File: src/rtl/spu_pkg.sv
// Shared types and constants for the SPU even-pipe writeback path.
//   wb_entry_t : one delay-line stage {valid, reg_write, rt, data}
//   DATA_W     : result width
//   REG_AW     : register address width (128 registers)
//   MAX_LAT    : largest encodable latency; delay line holds MAX_LAT+1 stages
package spu_pkg;

    localparam int unsigned DATA_W        = 128;
    localparam int unsigned REG_AW        = 7;
    localparam int unsigned MAX_LAT       = 7;
    localparam int unsigned EVEN_PIPE_LAT = 2;

    typedef struct packed {
        logic              valid;
        logic              reg_write;
        logic [REG_AW-1:0] rt;
        logic [DATA_W-1:0] data;
    } wb_entry_t;

endpackage

File: src/rtl/wb_hazard_cmp.sv
// Compares one operand-read address against the writeback delay line.
//   rd_addr_i : operand address being read
//   wr_vec_i  : per-stage "will write" bit (valid && reg_write), stage 0 at bit 0
//   rt_vec_i  : per-stage destination register, stage i at [i*REG_AW +: REG_AW]
//   hazard_o  : operand still pending in stages 1..MAX_LAT
//   fwd_o     : operand being written back from stage 0 this cycle
module wb_hazard_cmp
    import spu_pkg::*;
(
    input  logic [REG_AW-1:0]             rd_addr_i,
    input  logic [MAX_LAT:0]              wr_vec_i,
    input  logic [(MAX_LAT+1)*REG_AW-1:0] rt_vec_i,
    output logic                          hazard_o,
    output logic                          fwd_o
);

    always_comb begin
        hazard_o = 1'b0;
        for (int unsigned i = 1; i <= MAX_LAT; i++) begin
            if (wr_vec_i[i] && (rt_vec_i[i*REG_AW +: REG_AW] == rd_addr_i)) begin
                hazard_o = 1'b1;
            end
        end
        fwd_o = wr_vec_i[0] && (rt_vec_i[REG_AW-1:0] == rd_addr_i);
    end

endmodule

File: src/rtl/even_pipe_wb_scheduler.sv
// Even-pipe writeback scheduler. Each accepted result is dropped into a
// latency-indexed delay line and retires on the single writeback port in its
// exact completion cycle. Also produces issue back-pressure on writeback-slot
// collisions, RAW hazard flags and stage-0 forwarding flags.
//   clk, reset                : clock, synchronous active-high reset
//   issue_*                   : op handshake, latency, destination, result
//   flush                     : drop every in-flight op (wins over issue)
//   wb_valid/wb_rt/wb_data    : register-file write port
//   rd_ra/rd_rb/rd_rc         : operand addresses being read
//   hazard_r*/fwd_r*          : pending-in-pipe / available-from-stage-0 flags
//   in_flight                 : number of occupied stages
module even_pipe_wb_scheduler
    import spu_pkg::*;
(
    input  logic              clk,
    input  logic              reset,
    input  logic              issue_valid,
    output logic              issue_ready,
    input  logic [2:0]        issue_latency,
    input  logic [REG_AW-1:0] issue_rt,
    input  logic              issue_reg_write,
    input  logic [DATA_W-1:0] issue_result,
    input  logic              flush,
    output logic              wb_valid,
    output logic [REG_AW-1:0] wb_rt,
    output logic [DATA_W-1:0] wb_data,
    input  logic [REG_AW-1:0] rd_ra,
    input  logic [REG_AW-1:0] rd_rb,
    input  logic [REG_AW-1:0] rd_rc,
    output logic              hazard_ra,
    output logic              hazard_rb,
    output logic              hazard_rc,
    output logic              fwd_ra,
    output logic              fwd_rb,
    output logic              fwd_rc,
    output logic [3:0]        in_flight
);

    wb_entry_t stage_q [MAX_LAT+1];
    wb_entry_t stage_d [MAX_LAT+1];

    // Extra top bit models the always-invalid stage beyond MAX_LAT.
    logic [MAX_LAT+1:0]            valid_vec;
    logic [3:0]                    ready_idx;
    logic                          issue_fire;
    logic [MAX_LAT:0]              wr_vec;
    logic [(MAX_LAT+1)*REG_AW-1:0] rt_vec;

    always_comb begin
        valid_vec = '0;
        wr_vec    = '0;
        rt_vec    = '0;
        for (int unsigned i = 0; i <= MAX_LAT; i++) begin
            valid_vec[i]               = stage_q[i].valid;
            wr_vec[i]                  = stage_q[i].valid && stage_q[i].reg_write;
            rt_vec[i*REG_AW +: REG_AW] = stage_q[i].rt;
        end
    end

    // An op of latency L lands in stage L after the shift, i.e. where stage L+1
    // is now. It may only go there if that slot is empty.
    always_comb begin
        ready_idx   = {1'b0, issue_latency} + 4'd1;
        issue_ready = ~valid_vec[ready_idx];
        issue_fire  = issue_valid && issue_ready;
    end

    always_comb begin
        for (int unsigned i = 0; i < MAX_LAT; i++) begin
            stage_d[i] = stage_q[i+1];
        end
        stage_d[MAX_LAT] = '0;

        if (issue_fire) begin
            stage_d[issue_latency] = '{valid:     1'b1,
                                       reg_write: issue_reg_write,
                                       rt:        issue_rt,
                                       data:      issue_result};
        end

        if (flush) begin
            for (int unsigned i = 0; i <= MAX_LAT; i++) begin
                stage_d[i] = '0;
            end
        end
    end

    always_ff @(posedge clk) begin
        if (reset) begin
            for (int unsigned i = 0; i <= MAX_LAT; i++) begin
                stage_q[i] <= '0;
            end
        end else begin
            for (int unsigned i = 0; i <= MAX_LAT; i++) begin
                stage_q[i] <= stage_d[i];
            end
        end
    end

    always_comb begin
        wb_valid = stage_q[0].valid && stage_q[0].reg_write;
        wb_rt    = stage_q[0].rt;
        wb_data  = stage_q[0].data;
    end

    always_comb begin
        in_flight = '0;
        for (int unsigned i = 0; i <= MAX_LAT; i++) begin
            in_flight = in_flight + {3'b000, stage_q[i].valid};
        end
    end

    wb_hazard_cmp u_cmp_ra (
        .rd_addr_i (rd_ra),
        .wr_vec_i  (wr_vec),
        .rt_vec_i  (rt_vec),
        .hazard_o  (hazard_ra),
        .fwd_o     (fwd_ra)
    );

    wb_hazard_cmp u_cmp_rb (
        .rd_addr_i (rd_rb),
        .wr_vec_i  (wr_vec),
        .rt_vec_i  (rt_vec),
        .hazard_o  (hazard_rb),
        .fwd_o     (fwd_rb)
    );

    wb_hazard_cmp u_cmp_rc (
        .rd_addr_i (rd_rc),
        .wr_vec_i  (wr_vec),
        .rt_vec_i  (rt_vec),
        .hazard_o  (hazard_rc),
        .fwd_o     (fwd_rc)
    );

endmodule
File: config.mk
export PLATFORM = sky130hd
export DESIGN_NAME = even_pipe_wb_scheduler
export DESIGN_NICKNAME = d
export VERILOG_FILES = /design/src/rtl/spu_pkg.sv /design/src/rtl/wb_hazard_cmp.sv /design/src/rtl/even_pipe_wb_scheduler.sv
export SDC_FILE = /design/constraint.sdc
export NUM_CORES = 2
export LEC_CHECK = 0
export ABC_AREA = 1
export ABC_CLOCK_PERIOD_IN_PS = 4260
export CAP_MARGIN = 40
export CELL_PAD_IN_SITES_DETAIL_PLACEMENT = 0
export CELL_PAD_IN_SITES_GLOBAL_PLACEMENT = 1
export CORE_MARGIN = 3
export CORE_UTILIZATION = 43
export DETAILED_ROUTE_END_ITERATION = 10
export GPL_ROUTABILITY_DRIVEN = 0
export PLACE_DENSITY = 0.8
export SYNTH_ARGS = -nofsm -noshare
export SYNTH_HDL_FRONTEND = slang
export SYNTH_SLANG_ARGS = --single-unit
File: constraint.sdc
create_clock -name clk -period 4.26 [get_ports clk]
set_input_delay 0.639 -clock clk [delete_from_list [all_inputs] [get_ports clk]]
set_output_delay 0.639 -clock clk [all_outputs]
set_load 0.01 [all_outputs]
# Yosys cells after proc, flatten, opt, wreduce, memory -nomap -nowiden
# Memory sizes are Yosys's and may differ from the RTL's.
# Index checks and enable logic that the tools add are counted.
word_totals:
  rom_bits: 0
  ff_bits: 0
  latchBits: 0
  memories: 1
  wordCells: 119
  ramBits: 1096
classes:
  bitwise: 10
  eq_ne: 24
  mux: 39
  mul: 0
  div: 0
  shifts: 0
  magnitude_cmp: 3
  n_reduce_logical: 34
  addsub: 8
mem_list:
  columns: ["name", "words", "width", "rd", "rd_ports_with_merged_regs", "write_ports", "line_no", "rtl"]
  rows:
  - ["stage_q", 8, 137, 8, 0, 8, "even_pipe_wb_scheduler.sv:39", "wb_entry_t stage_q [MAX_LAT+1];"]
op_table:
  columns: ["operator", "count"]
  rows:
  - ["two-way mux 1096 bit", 2]
  - ["two-way mux 137 bit", 9]
  - ["bitwise mux 1096 bit", 1]
  - ["demux 137 bit (select 3 bit)", 1]
  - ["equality test 7 bit", 24]
  - ["logical AND 1 bit", 34]
  - ["two-way mux 1 bit", 25]
  - ["adder 4 x 1 -> 4 bit", 4]
  - ["OR 1 bit", 8]
  - ["less-than comparator 4 x 5 -> 1 bit, second input constant", 1]
  - ["adder 3 x 1 -> 4 bit", 1]
  - ["adder 3 x 1 -> 4 bit, second input constant", 1]
  - ["binary-select mux 1 bit (select 4 bit)", 1]
  - ["greater-or-equal comparator 4 bit, second input constant", 1]
  - ["less-than comparator 4 x 1 -> 1 bit, second input constant", 1]
  - ["inverter 3 -> 4 bit", 1]
  - ["adder 2 x 1 -> 3 bit", 1]
  - ["adder 1 x 1 -> 2 bit", 1]
  - ["inverter 1 bit", 1]

# Logic depth before layout (Yosys ltp)
# An unclocked memory read counts as a cell.
depth:
  word_depth: 10
  mapped_depth: 13
  mapped_depth_nobuf: 9

# Cells and area by module
# A second synthesis with hierarchy kept.
unflattened:
  hier_cells: 7721
  hier_area_um2: 52207.6
by_module_without_submodules:
  columns: ["module", "cells_each", "seq_area_each_um2", "instances", "area_per_inst_um2"]
  rows:
  - ["even_pipe_wb_scheduler", 7022, 21941.0, 1, 49043.3]
  - ["wb_hazard_cmp", 233, 0.0, 3, 1054.8]

# Worst setup path before layout
# No wires, ideal clock.
synth_timing:
  kind: "reg-to-output"
  from: "memory stage_q[1][136] in the netlist's numbering"
  to: "output in_flight[2]"
  arrival_time_ns: 2.682
  stages_incl_launch_ff: 10
  path_buffers: 0
  slack_ns: 0.939
  cell_sequence: "dfxtp_1 > inv_1 > fa_1 > fa_1 > fa_1 > inv_1 > ha_1 > inv_1 > fa_1 > xnor2_1"
synth_lines:
  columns: ["item", "line_no", "rtl"]
  rows:
  - ["start, declared", "even_pipe_wb_scheduler.sv:39", null]
  - ["end, declared", "even_pipe_wb_scheduler.sv:36", "output logic [3:0] in_flight"]

==> impl_metrics.csv <==
group,metric,value,unit
timing,worstMarginPinSlew,1.072,ns
global_route,grt_util_all_layers,23.96,%
global_route,antenna_found_initial,0,
floorplanning,die_height,351.2,um
setup_path,endpoint_kind,"output port",
finish,n_antenna_cell,0,
clock_tree,htreeDepth,3,
setup_path,slowest_stage,"fa_1",
timing,rsz0062_at_grt,"no",
place,dp_hpwl,87.48,mm
synthesis,yosysTopAreaCell,"dfxtp_1",
setup_path,worstSetupPathType,"flop to output port",
power,finalPower,23.51,mW
synthesis,synth_area_leaders,"dfxtp_1, nand2_1, nand3_1",
power,p_leak,18.47,nW
floorplanning,ios,311,
timing,relSlewSlack,28.55,%
timing,maxSlewViolCount,0,
synthesis,synthFlopType,"dfxtp_1",
clock_tree,cts_tree,"yes",
clock_tree,clkSlewWorstSetupHoldPaths,0.06,ns
setup_path,crit_chain,"inv_2, fa_1, fa_1, fa_2, inv_1, ha_2, inv_2, fa_2, inv_1, buf_2",
setup_path,critPathRequiredTime,3.62,ns
timing,max_freq,0.2425,GHz
timing,finalCritPeriodShare,96.80,%
finish,drive_above_1_share,5.129,%
floorplanning,core,0.1181,mm^2
clock_tree,holdBufCountCts,0,
power,vdd_drop_max,370.2,uV
drt,firstDrtPassIters,9,
setup_path,setup.worst_path.start_class,"flop",
place,dp_cells,8682,
synthesis,synth.distinct_cells,31,
drt,drt_iter0_markers,4924,
synthesis,ys_seq_area_share,42.83,%
global_route,grt_pass1_vias,44824,
power,powerDensity,401.9,mW/mm^2
finish,num-nets-final,7442,
setup_path,path_delay_family,"adder cells",
synthesis,yosys_warnings,0,
synthesis,yosys-top-cells-count,"nand2_1, dfxtp_1, nand3_1",
timing,hold_viol,0,
floorplanning,die_x,351.2,um
synthesis,synthMostInstantiatedCell,"nand2_1",
setup_path,worstPathMaxFanout,3,
status,status,"completed",
job,maxCapViolCount,0,
drt,wire_per_inst,17.25,um
drt,drt_wl_total,153.6,mm
synthesis,syn-num-nets,7693,
clock_tree,clock-sinks,1096,
global_route,grt_max_degree,194,
timing,setup_violations,0,
floorplanning,floorplan.initialDensity,43.39,%
setup_path,crit_buf_inv,5,
finish,top_regs,"stage_q (1096)",
synthesis,synth_edf_count,0,
synthesis,synth_seq_cells,1096,
clock_tree,insertion_delay,0.72,ns
drt,vias_per_cell,5.592,
finish,largest_reg_flops,1096,
hold_path,hp-class,"primary input to flop",
timing,fin_crit,4.123,ns
synthesis,synth_top_area_share,42.83,%
synthesis,async_reset_ff_share,0,%
synthesis,synth_area,0.05123,mm^2
synthesis,syn_inst,7521,
setup_path,cpPeakStageDelay,0.53,ns
finish,regMostFlops,"stage_q",
finish,areaGrowthSynthToFinish,14.16,%
clock_tree,cts_made_buffers,120,
global_route,overflow,0,
setup_path,worstPathArrival,3.48,ns
synthesis,syn_avg_cell_area,6.812,um^2
clock_tree,cts-root-buf,"clkbuf_16",
drt,vias,49804,
floorplanning,die-area,0.1233,mm^2
global_route,grt_pass1_wl,246.4,mm
finish,stdcell_count,8906,
timing,skew,0.02150,ns
drt,drt.antenna.violating_nets,0,
floorplanning,core.rowCount,126,
drt,drc,0,
place,port_buffers,310,
clock_tree,clk_path_buf_depth,3,
power by group:
group	switching (mW)	internal [mW]	leakage [nW]	total [mW]
Sequential	0.0429	10.3	8.83	10.4
Clock	4.41	6.13	2.02	10.5
Combinational	1.90	0.695	7.61	2.60
Total	6.35	17.2	18.5	23.5
cells by family (layout without fill, tap and decap cells):
kind of cell	Yosys count	after routing	synth area share [%]
buffers and inverters	1058	907	9.281
flip-flops	1096	1096	42.83
adder cells (fa/ha/maj)	8	8	0.2540
XOR/XNOR	41	41	0.7010
AND/OR/NAND/NOR	3328	3328	27.37
AO/OA/AOI/OAI	1990	1990	19.57
final timing paths:
check,startpoint,to,slack [ns],cells after the start
min reg2reg,stage_q[0][475],stage_q[0][338],0.45,2
min,issue_valid,stage_q[0][325],0.39,3
max,stage_q[1][273],in_flight[1],0.14,10
max reg2reg,stage_q[1][410],stage_q[0][261],1.93,10
cells in the final DEF, fill, tap and decap left out, types with 2 or more instances in the layout:
cell type and count:
a21oi_1 979, buf_12 66, buf_2 2, buf_4 82
bufinv_16 3, clkbuf_1 20, clkbuf_16 123, clkbuf_8 39
clkdlybuf4s50_1 305, clkinv_1 4, clkinv_2 29, clkinvlp_4 2
dfxtp_1 1093, dfxtp_2 3, fa_1 2, fa_2 2
ha_1 3, inv_1 216, inv_2 4, inv_8 2
nand2_1 2111, nand2_4 3, nand3_1 974, nand3_4 7
nand3b_1 9, nand4_1 22, nor2_1 40, nor3_1 159
o2111ai_1 2, o211ai_1 10, o21ai_0 975, o22ai_1 22
xnor2_1 21, xor2_1 20
worst reg2reg max path, stage by stage, from the launching register on:
cell and delay [ns]:
dfxtp_1 0.43, inv_1 0.09, nand2_1 0.06, nand3_1 0.07, nand3_1 0.13, nand3_4 0.21
nand2_8 0.35, buf_12 0.28, buf_12 0.20, nand2_1 0.06, a21oi_1 0.30
area by class of cell:
cell class	instances	area (um^2)
Tap cell	1536	1922
Multi-Input combinational cell	5367	24660
Clock buffer	182	3690
Fill cell	11498	59600
Timing Repair Buffer	459	5064
Clock inverter	40	345.3
Sequential cell	1096	21940
Inverter	226	858.3
stage by stage:
| step | setup TNS [ns] | cell area (um^2) | hold WS [ns] | utilization (%) | worst slack [ns] |
|---|---|---|---|---|---|
| floorplan | 0 | 51230 | 0.4390 | - | 0.9393 |
| global placement | 0 | 54400 | 0.4424 | 46.07 | 0.3261 |
| detailed placement | 0 | 54430 | 0.4472 | 46.10 | 0.3591 |
| CTS | -0.009428 | 58470 | 0.3385 | 49.52 | -0.009428 |
| global route | 0 | 58480 | 0.3892 | 49.53 | 0.003135 |
| finish | 0 | 58480 | 0.3936 | 49.53 | 0.1365 |
metal layers:
metal / GRT usage, % / vias to the layer above / share of wire, %
li1: - / 24466 / -
met1: 34.21 / 23677 / 47
met2: 38.24 / 1454 / 45
met3: 3.028 / 207 / 6.0
met4: 6.155 / 0 / 2.0
met5: 0 / - / 0
timing repair:
| action | CTS | global route |
|---|---|---|
| pin swaps | 5 | 3 |
| resized for setup | 14 | 5 |
| endpoints found under the hold margin | 0 | 0 |
| setup buffers | 1 | 1 |
| endpoints found under the setup margin | 2 | 3 |
No activity file was read; power rests on OpenSTA's default activity.
